`config.mk`:
```
export PLATFORM = sky130hd
export DESIGN_NAME = instr_fetch_unit
export DESIGN_NICKNAME = d
export VERILOG_FILES = /design/src/rtl/instr_fetch_unit.sv
export SDC_FILE = /design/constraint.sdc
export NUM_CORES = 1
export LEC_CHECK = 0
export ABC_AREA = 1
export ABC_CLOCK_PERIOD_IN_PS = 13900
export CORE_ASPECT_RATIO = 1.2
export CORE_MARGIN = 1
export CORE_UTILIZATION = 29
export DETAILED_ROUTE_END_ITERATION = 6
export SYNTH_ARGS = -nofsm -noshare
export SYNTH_HDL_FRONTEND = slang
export SYNTH_SLANG_ARGS = --single-unit
```
`constraint.sdc`:
```
create_clock -name clk -period 13.9 [get_ports clk]
set_input_delay 1.39 -clock clk [delete_from_list [all_inputs] [get_ports clk]]
set_output_delay 1.39 -clock clk [all_outputs]
set_load 0.02 [all_outputs]
```
`src/rtl/instr_fetch_unit.sv`:
```
// Instruction-fetch front end: owns the PC, reads a combinational instruction memory,
// and buffers {pc, instr} pairs in a 2-entry queue toward decode.
module instr_fetch_unit #(
   parameter int ADDR_WIDTH = 32,
   parameter int DATA_WIDTH = 32,
   parameter logic [ADDR_WIDTH-1:0] RESET_PC = '0
) (
   input  logic                  clk,
   input  logic                  rst,
   input  logic                  fetch_en,
   output logic [ADDR_WIDTH-1:0] imem_addr,
   input  logic [DATA_WIDTH-1:0] imem_rdata,
   input  logic                  redirect_valid,
   input  logic [ADDR_WIDTH-1:0] redirect_pc,
   output logic                  if_valid,
   input  logic                  if_ready,
   output logic [ADDR_WIDTH-1:0] if_pc,
   output logic [DATA_WIDTH-1:0] if_instr
);

   logic [ADDR_WIDTH-1:0] pc;
   logic [ADDR_WIDTH-1:0] q_pc    [2];
   logic [DATA_WIDTH-1:0] q_instr [2];
   logic                  rd_ptr;
   logic                  wr_ptr;
   logic [1:0]            count;
   logic                  push;
   logic                  pop;

   assign imem_addr = pc;
   assign if_valid  = (count != 2'd0);
   assign if_pc     = if_valid ? q_pc[rd_ptr]    : '0;
   assign if_instr  = if_valid ? q_instr[rd_ptr] : '0;

   // A full queue still takes a new fetch when decode drains the head in the same cycle.
   assign pop  = if_valid & if_ready;
   assign push = fetch_en & ~redirect_valid & ((count < 2'd2) | pop);

   always_ff @(posedge clk) begin
      if (rst) begin
         pc     <= RESET_PC;
         count  <= 2'd0;
         rd_ptr <= 1'b0;
         wr_ptr <= 1'b0;
      end else if (redirect_valid) begin
         pc     <= redirect_pc & ~ADDR_WIDTH'(3);
         count  <= 2'd0;
         rd_ptr <= 1'b0;
         wr_ptr <= 1'b0;
      end else begin
         if (push) begin
            pc     <= pc + ADDR_WIDTH'(4);
            wr_ptr <= ~wr_ptr;
         end
         if (pop) begin
            rd_ptr <= ~rd_ptr;
         end
         case ({push, pop})
            2'b10:   count <= count + 2'd1;
            2'b01:   count <= count - 2'd1;
            default: count <= count;
         endcase
      end
   end

   // Storage needs no reset: entries are only visible through count.
   always_ff @(posedge clk) begin
      if (!rst && push) begin
         q_pc[wr_ptr]    <= pc;
         q_instr[wr_ptr] <= imem_rdata;
      end
   end

endmodule

```
==> results.sh, run 1 <==
export IMPL_overflow=0
export IMPL_track_usage_pct=14.8
export IMPL_ys_ff_latch=159
export IMPL_crit_arrival_ps=4370
export IMPL_final_cells=1228
export IMPL_chipHeight_um=172
export IMPL_reg2regPathDepth=4
export IMPL_grt_pass1_wl_um=27400
export IMPL_h_tree_depth=4
export IMPL_cap_violations=0
export IMPL_clk_pin_slew_ps=60
export IMPL_io_buffers=159
export IMPL_grt_pass1_vias=5215
export IMPL_placementRows=62
export IMPL_synthDistinctLibCells=33
export IMPL_cts_buffers_inserted=17
export IMPL_syn_area_um2=7020
export IMPL_ant_nets=0
export IMPL_timing_rr_end="q_instr[0][15]"
export IMPL_cts_root_buf="clkbuf_16"
export IMPL_drt_pass1_iter_count=5
export IMPL_power_leakage_nw=3.32
export IMPL_cts_resized_gates=0
export IMPL_drt_wl_total_um=18100
export IMPL_mostFrequentLayoutCells="nand2_1 (254), clkdlybuf4s50_1 (159), edfxtp_1 (124)"
export IMPL_rsz0062_at_grt="no"
export IMPL_r2r_start="count[1]"
export IMPL_crit_family="buffers and inverters"
export IMPL_post_route_period_util_pct=31.1
export IMPL_worstHoldEndpoint="wr_ptr"
export IMPL_first_iter_violations=275
export IMPL_clock_sinks=159
export IMPL_irDropWorstVdd_uv=74.1
export IMPL_max_stage_delay_ps=720
export IMPL_postCtsSetupBuffers=0
export IMPL_antenna_found_initial=1
export IMPL_vias=5541
export IMPL_start_util_pct=29.5
export IMPL_synth_warning_count=0
export IMPL_placed_cells=1195
export IMPL_coreArea_um2=23800
export IMPL_layout_min_cycle_time_ps=4320
export IMPL_cp_end_kind="flip-flop"
export IMPL_final_common_cell="nand2_1"
export IMPL_worst_pin_slew_ps=955
export IMPL_syn2layout_area_growth_pct=35.5
export IMPL_crit_slowest_cell="a21oi_4"
export IMPL_route_detailed_drc=0
export IMPL_routedWlPerCell_um=14.7
export IMPL_relSlewSlack_pct=36.2
export IMPL_clock_latency_ps=420
export IMPL_post_route_cells_drive_above_1_share_pct=10.0
export IMPL_syn_avg_cell_area_um2=9.50
export IMPL_setup_violations=0
export IMPL_power_density_nw_per_um2=115
export IMPL_fmax_ghz=0.231
export IMPL_via_per_inst=4.51
export IMPL_critPathMaxFanout=47
export IMPL_crit_type="primary input to flip-flop"
export IMPL_hold_viol=0
export IMPL_cts_hold_buf=0
export IMPL_hp_class="flip-flop to flip-flop"
export IMPL_hpwl_um=11700
export IMPL_netlist_instances=739
export IMPL_place_gp_congestion=0.772
export IMPL_ff2ff_setup_slack_ps=11000
export IMPL_crit_required_ps=13940
export IMPL_cp_cell_sequence="clkdlybuf4s50_1 > buf_4 > inv_2 > nand2_2 > a21oi_4 > nand2_1 > nor2_4 > buf_4"
export IMPL_worstSetupStartpointType="primary input"
export IMPL_io_pins=166
export IMPL_finalSetupTns_ps=0
export IMPL_cts_buffer_depth=2
export IMPL_seq_area_frac_synth_pct=63.0
export IMPL_outcome="finished clean"
export IMPL_drv_slew=0
export IMPL_grt_max_degree=64
export IMPL_clock_skew_ps=9.77
export IMPL_cts_tree="yes"
export IMPL_hold_depth=2
export IMPL_min_from="wr_ptr"
export IMPL_die_width_um=144
export IMPL_dieArea_um2=24800
export IMPL_path_buf_inv=4
export IMPL_cpMostUsedCell="buf_4"
export IMPL_layout_nets=965
[layout make-up]
class | count | area [um2]
well taps | 320 | 400
flip-flops and latches | 159 | 4430
diodes | 1 | 2.50
clock buffers | 21 | 470
multi-input cells | 487 | 2220
fillers | 2357 | 14300
clock inverters | 11 | 108
repair buffers | 167 | 1650
inverters | 62 | 235
[worst max path at each step]
stage                     slack, ps           start              to  cells past startpoint
after floorplan                7350  redirect_valid   q_instr[1][0]                      5
after global placement         9040  redirect_valid   q_instr[0][9]                      8
after detailed placement       9050  redirect_valid     q_pc[0][30]                      8
after CTS                      9510  redirect_valid   q_instr[0][3]                      8
after global routing           9330  redirect_valid   q_instr[0][3]                      8
final                          9580  redirect_valid  q_instr[0][15]                      8
[cells in the mapped netlist (all sizes together)]
library cell / n / area [um2]
conb: 1 / 3.75
clkbuf: 24 / 90.1
edfxtp: 124 / 3720
xor2: 1 / 8.76
xnor2: 4 / 35.0
inv: 62 / 235
nor3b: 3 / 22.5
o21a: 1 / 7.51
ha: 2 / 25.0
buf: 10 / 80.1
and2: 2 / 12.5
dfxtp: 35 / 701
nand2: 258 / 983
or2: 1 / 6.26
o21ai: 29 / 179
a21oi: 87 / 450
a31oi: 8 / 50.1
nor3: 1 / 5.00
nand3: 38 / 190
nor2: 48 / 213
[state kept, by name, summed over array words and instances (netlist names), named ones only]
| signal | cells |
|---|---|
| q_pc | 60 |
| q_instr | 64 |
| rd_ptr | 1 |
| count | 2 |
| imem_addr | 30 |
| wr_ptr | 1 |
[stage by stage]
step | power [mW] | area [um2] | setup WS, ps | hold WS [ps] | util, %
after floorplan | 0.602 | 7030 | 7350 | 439 | -
after global placement | 0.658 | 8940 | 9040 | 452 | 37.5
after detailed placement | 0.660 | 8940 | 9050 | 461 | 37.5
after CTS | 1.11 | 9510 | 9510 | 471 | 39.9
after global routing | 1.14 | 9520 | 9330 | 502 | 40.0
final | 1.10 | 9520 | 9580 | 471 | 40.0
[metal layers]
layer | wire length [um] | track usage, %
met5 | 0 | 0
met4 | 382 | 6.61
met1 | 7730 | 17.2
met2 | 9210 | 26.1
met3 | 771 | 2.80
[worst min-delay path, stage by stage (launching register included)]
cell	delay (ps)
dfxtp_1	310
nand2_1	60
a21oi_1	50
[where the power goes]
part / leakage (nW) / switching (mW) / internal [mW]
Combinational: 1.64 / 0.0586 / 0.0494
Clock: 0.268 / 0.187 / 0.262
Sequential: 1.41 / 0.0139 / 0.526
Total: 3.32 / 0.259 / 0.838
[logic make-up after synthesis]
| family | synth area share [%] |
|---|---|
| buf+inv | 5.77 |
| flops | 63.0 |
| xor+xnor | 0.624 |
| simple gates | 20.4 |
| fa+ha+maj | 0.356 |
| other cells | 0.0534 |
| compound gates | 9.78 |
(Power assumes the default switching activity.)
==> run 2, diff against run 1 <==
Settings changed: ABC_CLOCK_PERIOD_IN_PS 13900 to 3600.
Clock period 13.9 ns to 3.6 ns, I/O delays scaled along.
==> run 2 against run 1 <==
Effect of this change:
- sequential power rose to 3.9 times the previous value
- clock skew increased by 1.7 ps
- combinational power grew to 3.9 times the previous value
- clock power grew to 4.1 times the previous value
- sequential share of layout area fell by 0.44 points
- global-route usage up 0.46 points
- hold slack improved by 14 ps
- register-to-register slack got worse by 9400 ps
==> results.sh, run 2 (synthesized netlist as in run 1, its figures left out) <==
export IMPL_clk_pin_slew_ps=60
export IMPL_grt_max_degree=63
export IMPL_final_cells=1230
export IMPL_top_register="q_instr"
export IMPL_start_util_pct=29.5
export IMPL_outcome="finished clean"
export IMPL_diodes=0
export IMPL_ff2ff_setup_slack_ps=1600
export IMPL_layout_min_cycle_time_ps=2770
export IMPL_setup_violations=0
export IMPL_rsz0062_at_grt="no"
export IMPL_cts_resized_gates=0
export IMPL_hold_viol=0
export IMPL_chipHeight_um=172
export IMPL_crit_type="flip-flop to primary output"
export IMPL_cp_end_kind="primary output"
export IMPL_largest_reg_flops=64
export IMPL_fmax_ghz=0.361
export IMPL_cts_buffers_inserted=17
export IMPL_cap_violations=0
export IMPL_postCtsSetupBuffers=0
export IMPL_cts_buffer_depth=2
export IMPL_hpwl_um=12400
export IMPL_timing_rr_end="count[1]"
export IMPL_worstSetupStartpointType="flip-flop"
export IMPL_routedWlPerCell_um=15.0
export IMPL_pre_cts_ws_ps=1050
export IMPL_hold_worst_slack_ps=485
export IMPL_cp_cell_sequence="nor2_4 > buf_4 > a21oi_1 > clkdlybuf4s50_1"
export IMPL_final_common_cell="nand2_1"
export IMPL_drt_wl_total_um=18500
export IMPL_finalSetupTns_ps=0
export IMPL_grt_pass1_vias=5215
export IMPL_hold_depth=2
export IMPL_crit_arrival_ps=2410
export IMPL_syn2layout_area_growth_pct=36.8
export IMPL_clock_latency_ps=420
export IMPL_seqCellArea_um2=4430
export IMPL_hp_class="flip-flop to flip-flop"
export IMPL_clock_skew_ps=11.4
export IMPL_clock_sinks=159
export IMPL_dieArea_um2=24800
export IMPL_max_stage_delay_ps=590
export IMPL_worstHoldEndpoint="wr_ptr"
export IMPL_post_route_period_util_pct=76.9
export IMPL_via_per_inst=4.52
export IMPL_overflow=0
export IMPL_cts_tree="yes"
export IMPL_multi_input_area_um2=2230
export IMPL_layout_setup_ws_ps=830
export IMPL_drt_pass1_iter_count=5
export IMPL_io_buffers=159
export IMPL_power_leakage_nw=3.37
export IMPL_route_detailed_drc=0
export IMPL_crit_slowest_cell="clkdlybuf4s50_1"
export IMPL_layout_nets=968
export IMPL_relSlewSlack_pct=50.9
export IMPL_p_total_mw=4.34
export IMPL_first_iter_violations=339
export IMPL_track_usage_pct=15.2
export IMPL_vias=5554
export IMPL_mostFrequentLayoutCells="nand2_1 (254), clkdlybuf4s50_1 (159), edfxtp_1 (124)"
export IMPL_cts_root_buf="clkbuf_16"
export IMPL_critPathMaxFanout=23
export IMPL_placed_cells=1198
export IMPL_fill_cells=2354
export IMPL_ant_nets=0
export IMPL_crit_required_ps=3240
export IMPL_antenna_found_initial=0
export IMPL_drv_slew=0
export IMPL_grt_pass1_wl_um=28100
export IMPL_io_pins=166
export IMPL_irDropWorstVdd_uv=285
export IMPL_power_density_nw_per_um2=452
export IMPL_r2r_start="count[1]"
export IMPL_h_tree_depth=4
export IMPL_worst_pin_slew_ps=736
export IMPL_die_width_um=144
export IMPL_min_from="wr_ptr"
export IMPL_post_route_cells_drive_above_1_share_pct=10.2
export IMPL_cts_hold_buf=0
export IMPL_place_gp_congestion=0.801
export IMPL_coreArea_um2=23800
export IMPL_placementRows=62
export IMPL_reg2regPathDepth=8
==> run 2: cell types whose count changed in the layout (fill, tap and decap cells not counted), moves of 2 or more <==
cell / change
buf_12: +3
clkinvlp_4: -3
bufinv_16: +2
clkbuf_8: -2
==> run 2: final cells by class <==
class                           count  area share, %
Clock buffer                       20           4.65
Clock inverter                     12           1.65
Inverter                           62           2.45
Multi-Input combinational cell    487           23.2
Sequential cell                   159           46.1
Tap cell                          320           4.17
Timing Repair Buffer              170           17.8
==> run 2: per-layer routing <==
layer | GRT usage (%) | routed length [um] | up-vias | part of all wire, %
li1 | - | - | 2766 | -
met1 | 17.8 | 7570 | 2591 | 41
met2 | 26.4 | 9420 | 161 | 51
met3 | 2.91 | 988 | 36 | 5.3
met4 | 7.63 | 531 | 0 | 2.9
met5 | 0 | 0 | - | 0
==> run 2: through the flow <==
stage / instance area (um2) / util, %
after floorplan: 7050 / -
after global placement: 9000 / 37.8
after detailed placement: 9000 / 37.8
after CTS: 9610 / 40.3
after global routing: 9610 / 40.3
final: 9610 / 40.3
==> run 2: worst max-delay path: cells and delay by family (launching register included) <==
kind	cells	cell delay (ps)
buffers and inverters	2	990
and+or+nand+nor	1	540
DFF	1	390
AOI/OAI and AO/OA	1	70
==> run 2: worst max path at each step <==
| stage | slack (ps) | depth (start not counted) | start | endpoint |
|---|---|---|---|---|
| after CTS | 750 | 4 | count[1] | if_pc[17] |
| after floorplan | 580 | 6 | redirect_valid | q_instr[0][0] |
| after global placement | 1030 | 8 | redirect_valid | q_pc[1][26] |
| after detailed placement | 1050 | 8 | redirect_valid | q_pc[1][30] |
| after global routing | 660 | 4 | count[1] | if_pc[18] |
| final | 830 | 4 | count[1] | if_pc[18] |
==> run 2: where the power goes <==
part | switching [mW] | internal [mW]
Combinational | 0.229 | 0.195
Clock | 0.717 | 1.11
Sequential | 0.0561 | 2.03
